### src/rtl/ips_conditioner.sv
// Front-end conditioner for motor_mv: synchronises and debounces the IPS/IR sensor inputs,
// stretches the IR obstacle flag, flags a lost line and strobes on any output change.
module ips_conditioner #(
  parameter int unsigned DEBOUNCE_CYCLES = 16,
  parameter int unsigned CNT_W           = 16,
  parameter int unsigned IR_HOLD_CYCLES  = 32,
  parameter logic [2:0]  LOST_PATTERN    = 3'b000,
  parameter int unsigned LOST_CYCLES     = 64
) (
  input  logic       clk,
  input  logic       reset,
  input  logic [1:0] IPS_raw,
  input  logic       midIPS_raw,
  input  logic       IR_raw,
  output logic [1:0] IPS,
  output logic       midIPS,
  output logic       IR,
  output logic       line_lost,
  output logic       changed
);

  localparam int unsigned NB = 4;
  localparam logic [CNT_W-1:0] DB_LAST   = CNT_W'(DEBOUNCE_CYCLES - 1);
  localparam logic [CNT_W-1:0] HOLD_LAST = CNT_W'(IR_HOLD_CYCLES - 1);
  localparam logic [CNT_W-1:0] LOST_MAX  = CNT_W'(LOST_CYCLES);
  localparam logic [CNT_W-1:0] LOST_LAST = CNT_W'(LOST_CYCLES - 1);

  // Bit map for every per-sensor vector: [3:2] outer IPS, [1] middle IPS, [0] IR.
  logic [NB-1:0]    raw;
  logic [NB-1:0]    s1_q, s1_d;
  logic [NB-1:0]    s2_q, s2_d;
  logic [NB-1:0]    stable_q, stable_d;
  logic [CNT_W-1:0] db_cnt_q [NB];
  logic [CNT_W-1:0] db_cnt_d [NB];

  logic             stretch_q, stretch_d;
  logic [CNT_W-1:0] hold_q, hold_d;
  logic [CNT_W-1:0] lost_cnt_q, lost_cnt_d;
  logic             line_lost_q, line_lost_d;
  logic [NB-1:0]    out_prev_q, out_prev_d;
  logic             changed_q, changed_d;

  logic             ir_db;
  logic             line_is_lost;
  logic [NB-1:0]    out_now;

  assign raw = {IPS_raw, midIPS_raw, IR_raw};

  // NOTE: every always_comb output gets a default first, so no path can infer a latch.
  always_comb begin
    s1_d     = raw;
    s2_d     = s1_q;
    stable_d = stable_q;
    for (int i = 0; i < NB; i++) begin
      db_cnt_d[i] = '0;
      if (s2_q[i] != stable_q[i]) begin
        if (db_cnt_q[i] == DB_LAST) stable_d[i] = s2_q[i];
        else                        db_cnt_d[i] = db_cnt_q[i] + CNT_W'(1);
      end
    end
  end

  assign ir_db = stable_q[0];

  // The stretch flop only carries the tail; the rising edge comes straight from ir_db.
  always_comb begin
    stretch_d = stretch_q;
    hold_d    = hold_q;
    if (ir_db) begin
      stretch_d = 1'b1;
      hold_d    = '0;
    end else if (stretch_q) begin
      if (hold_q == HOLD_LAST) begin
        stretch_d = 1'b0;
        hold_d    = '0;
      end else begin
        hold_d = hold_q + CNT_W'(1);
      end
    end
  end

  assign line_is_lost = (stable_q[3:1] == LOST_PATTERN);

  always_comb begin
    lost_cnt_d  = '0;
    line_lost_d = 1'b0;
    if (line_is_lost) begin
      lost_cnt_d  = (lost_cnt_q == LOST_MAX) ? lost_cnt_q : lost_cnt_q + CNT_W'(1);
      line_lost_d = (lost_cnt_q >= LOST_LAST);
    end
  end

  assign out_now = {stable_q[3:1], ir_db | stretch_q};

  // Comparing against last cycle's outputs folds simultaneous bit changes into one pulse.
  always_comb begin
    out_prev_d = out_now;
    changed_d  = (out_now != out_prev_q);
  end

  // NOTE: sequential state uses non-blocking assignments only; the counter array is
  // cleared in reset too, since a stale count would shorten the first debounce.
  always_ff @(posedge clk) begin
    if (reset) begin
      s1_q        <= '0;
      s2_q        <= '0;
      stable_q    <= '0;
      for (int i = 0; i < NB; i++) db_cnt_q[i] <= '0;
      stretch_q   <= 1'b0;
      hold_q      <= '0;
      lost_cnt_q  <= '0;
      line_lost_q <= 1'b0;
      out_prev_q  <= '0;
      changed_q   <= 1'b0;
    end else begin
      s1_q        <= s1_d;
      s2_q        <= s2_d;
      stable_q    <= stable_d;
      for (int i = 0; i < NB; i++) db_cnt_q[i] <= db_cnt_d[i];
      stretch_q   <= stretch_d;
      hold_q      <= hold_d;
      lost_cnt_q  <= lost_cnt_d;
      line_lost_q <= line_lost_d;
      out_prev_q  <= out_prev_d;
      changed_q   <= changed_d;
    end
  end

  assign IPS       = stable_q[3:2];
  assign midIPS    = stable_q[1];
  assign IR        = out_now[0];
  assign line_lost = line_lost_q;
  assign changed   = changed_q;

endmodule

### config.mk
export PLATFORM = sky130hd
export DESIGN_NAME = ips_conditioner
export DESIGN_NICKNAME = d
export VERILOG_FILES = /design/src/rtl/ips_conditioner.sv
export SDC_FILE = /design/constraint.sdc
export NUM_CORES = 1
export LEC_CHECK = 0
export ABC_AREA = 0
export CORE_ASPECT_RATIO = 1.75
export CORE_MARGIN = 10
export CORE_UTILIZATION = 61
export DETAILED_ROUTE_END_ITERATION = 6
export GPL_ROUTABILITY_DRIVEN = 0
export GPL_TIMING_DRIVEN = 0
export PLACE_DENSITY = 0.79
export SKIP_CTS_REPAIR_TIMING = 1
export SLEW_MARGIN = 20
export SYNTH_ARGS = -nofsm -noshare
export SYNTH_HDL_FRONTEND = slang
export SYNTH_SLANG_ARGS = --single-unit
export TNS_END_PERCENT = 50
### constraint.sdc
create_clock -name clk -period 2 [get_ports clk]
set_input_delay 0.2 -clock clk [delete_from_list [all_inputs] [get_ports clk]]
set_output_delay 0.2 -clock clk [all_outputs]
set_load 0.005 [all_outputs]
==> reports/qor.yml <==
status: "complete, no violations"
cts_tree: "done"
cts_root_buf: "clkbuf_16"
postRouteAntennaNets: 0
nNetsFinal: 602
htreeDepth: 4
clk_latency_ns: 0.41
grt_max_degree: 17
wl_um: 9760
grt-ovfl-total: 0
clk_path_buf_depth: 2
synth_area_sq_mm: 0.00493
numPortBuffers: 10
dr_total_vias: 3988
worstPathRequired_ns: 1.80
clkPwrFrac_pct: 54.1
final_util_pct: 72.3
report.power.total_w: 0.00522
max-slew-margin-rel_pct: 40.5
synthFlopType: "dfxtp_1"
dpl-instance-area_sq_mm: 0.00514
hp-class: "in2reg"
antenna_found_initial: 0
power.internal_w: 0.00418
setup_viol: 0
hpwl_um: 6540
synthCells: 560
layout_commonest_cell: "dfxtp_1"
switching_share_pct: 20.0
reg2reg_to: "db_cnt_q[2][13]$_SDFF_PP0_"
ios: 12
whs_ns: 0.200
ys_seq_area_share_pct: 46.7
p_leak_nw: 1.91
post_synth_num_cell_types: 39
start_util_pct: 62.3
power_frac_comb_pct: 1.4
async_flop_share_pct: 0
pwr-share-seq_pct: 44.5
fmax_mhz: 524
die_y_um: 139
reg2reg_depth: 6
drtPass1Iterations: 5
slowest_stage: "clkdlybuf4s50_1"
fin_tns_setup_ns: 0
p_per_area_mw_per_mm2: 914
fin_area_sq_mm: 0.00571
cp_num_buf_inv: 3
wl_per_cell_um: 14.1
drv_cap: 0
path_cells: "clkbuf_1 -> nor2_1 -> inv_1 -> clkdlybuf4s50_1"
cts.sinks: 115
rr_startpoint: "db_cnt_q[2][0]$_SDFF_PP0_"
hold_viol: 0
finalCritPeriodShare_pct: 95.4
via_per_inst: 5.76
grt_pass1_wl_um: 16600
synth_nets: 573
core-area_sq_mm: 0.00791
row_count: 43
finalWorstPathRequiredPeriod_ns: 1.91
numCtsBuffers: 17
peakVddDrop_v: 0.000717
die_x_um: 88.0
route.detailed.drc: 0
die-area_sq_mm: 0.0122
cp.arrival_ns: 1.71
reg2reg_slack_ns: 0.16
path_clk_slew_ns: 0.05
tightestPinTransition_ns: 0.886
slew_violations: 0
crit_end: "IR"
area_delta_synth_final_pct: 15.9
grt_util_all_layers_pct: 16.6
synth_edf_count: 0
final_cell_mix: "dfxtp_1 (115), nor2_1 (102), xnor2_1 (61)"
critical_path.top_delay_family: "buffers and inverters"
skew_ns: 0.00723
path_depth: 4
path_max_fanout: 7
ys_warn_count: 0
drive_above_1_share_pct: 7.31
synth-seq-cells: 115
crit_path_end_kind: "output pin"
p_sw_w: 0.00104
startpoint: "stable_q[0]$_SDFFE_PP0P_"
grt_pass1_vias: 3875
first_iter_violations: 233
insertedDiodeCount: 0
cpPeakStageDelay_ns: 0.50
setup.worst_path.class: "reg2out"
worstSetupStartpointType: "flip-flop"
synth.avg_cell_area_sq_um: 8.80
-- routing by layer --
metal  track usage [%]  part of all wire [%]
met2              28.7                    54
met4              7.34                   2.1
met5                 0                     0
met3              4.94                   3.1
met1              17.6                    41
-- how the worst min path moves through the flow --
stage / from / to / slack [ns] / cells past startpoint
2_1_floorplan: IR_raw / s1_q[0]$_SDFF_PP0_ / 0.33 / 1
6_report: reset / out_prev_q[3]$_SDFF_PP0_ / 0.20 / 2
5_1_grt: reset / out_prev_q[3]$_SDFF_PP0_ / 0.24 / 2
3_5_place_dp: s1_q[0]$_SDFF_PP0_ / s2_q[0]$_SDFF_PP0_ / 0.43 / 1
3_3_place_gp: s1_q[2]$_SDFF_PP0_ / s2_q[2]$_SDFF_PP0_ / 0.43 / 1
4_1_cts: reset / out_prev_q[3]$_SDFF_PP0_ / 0.20 / 2
-- power groups by stage --
| stage | sequential (W) | clock [W] | combinational, W |
|---|---|---|---|
| after floorplan | 0.00237 | 0 | 0.0000510 |
| after global placement | 0.00237 | 0 | 0.0000714 |
| after detailed placement | 0.00237 | 0 | 0.0000743 |
| after CTS | 0.00232 | 0.00285 | 0.0000745 |
| after global routing | 0.00232 | 0.00297 | 0.0000843 |
| final | 0.00232 | 0.00283 | 0.0000745 |
-- Yosys cell counts (5+ instances only) --
master | number | area [sq um]
a21oi_1 | 7 | 35.0
and3_1 | 10 | 62.6
and4_1 | 5 | 43.8
buf_2 | 6 | 30.0
clkbuf_1 | 10 | 37.5
dfxtp_1 | 115 | 2300
ha_1 | 7 | 87.6
inv_1 | 15 | 56.3
mux2i_1 | 7 | 70.1
nand2_1 | 32 | 120
nand3_1 | 32 | 160
nand4_1 | 26 | 163
nor2_1 | 102 | 383
nor2b_1 | 11 | 68.8
nor3_1 | 21 | 105
nor4_1 | 33 | 206
o21ai_0 | 8 | 40.0
or3_1 | 5 | 31.3
xnor2_1 | 61 | 534
xor2_1 | 22 | 193
-- metrics by stage --
stage,setup slack [ns],cells
final,0.0911,692
after global routing,-0.00967,692
after CTS,0.0110,692
after detailed placement,-0.000156,660
after global placement,-0.00749,660
after floorplan,0.392,560
-- cell families after synthesis --
family	count (synthesis)	synth area share, %
multiplexers	7	1.42
AO/OA/AOI/OAI	20	2.34
XOR/XNOR	83	14.7
buffers and inverters	35	3.12
adder cells (fa/ha/maj)	7	1.78
flip-flops	115	46.7
AND/OR/NAND/NOR	293	29.9
-- flip-flops by register name, indices dropped and copies added, names as in the netlist --
signal	cells
db_cnt_q	64
line_lost	1
out_prev_q	4
stretch_q	1
s2_q	4
stable_q	4
s1_q	4
hold_q	16
changed	1
lost_cnt_q	16
-- area by class of cell --
| type | instances | area [sq um] |
|---|---|---|
| inverters | 15 | 56.3 |
| repair buffers | 10 | 100 |
| plain buffers | 20 | 100 |
| flip-flops and latches | 115 | 2300 |
| well taps | 90 | 113 |
| clock buffers | 29 | 551 |
| fillers | 581 | 2190 |
| multi-input cells | 410 | 2480 |
| clock inverters | 3 | 15.0 |
No activity file was read; power rests on OpenSTA's default activity.
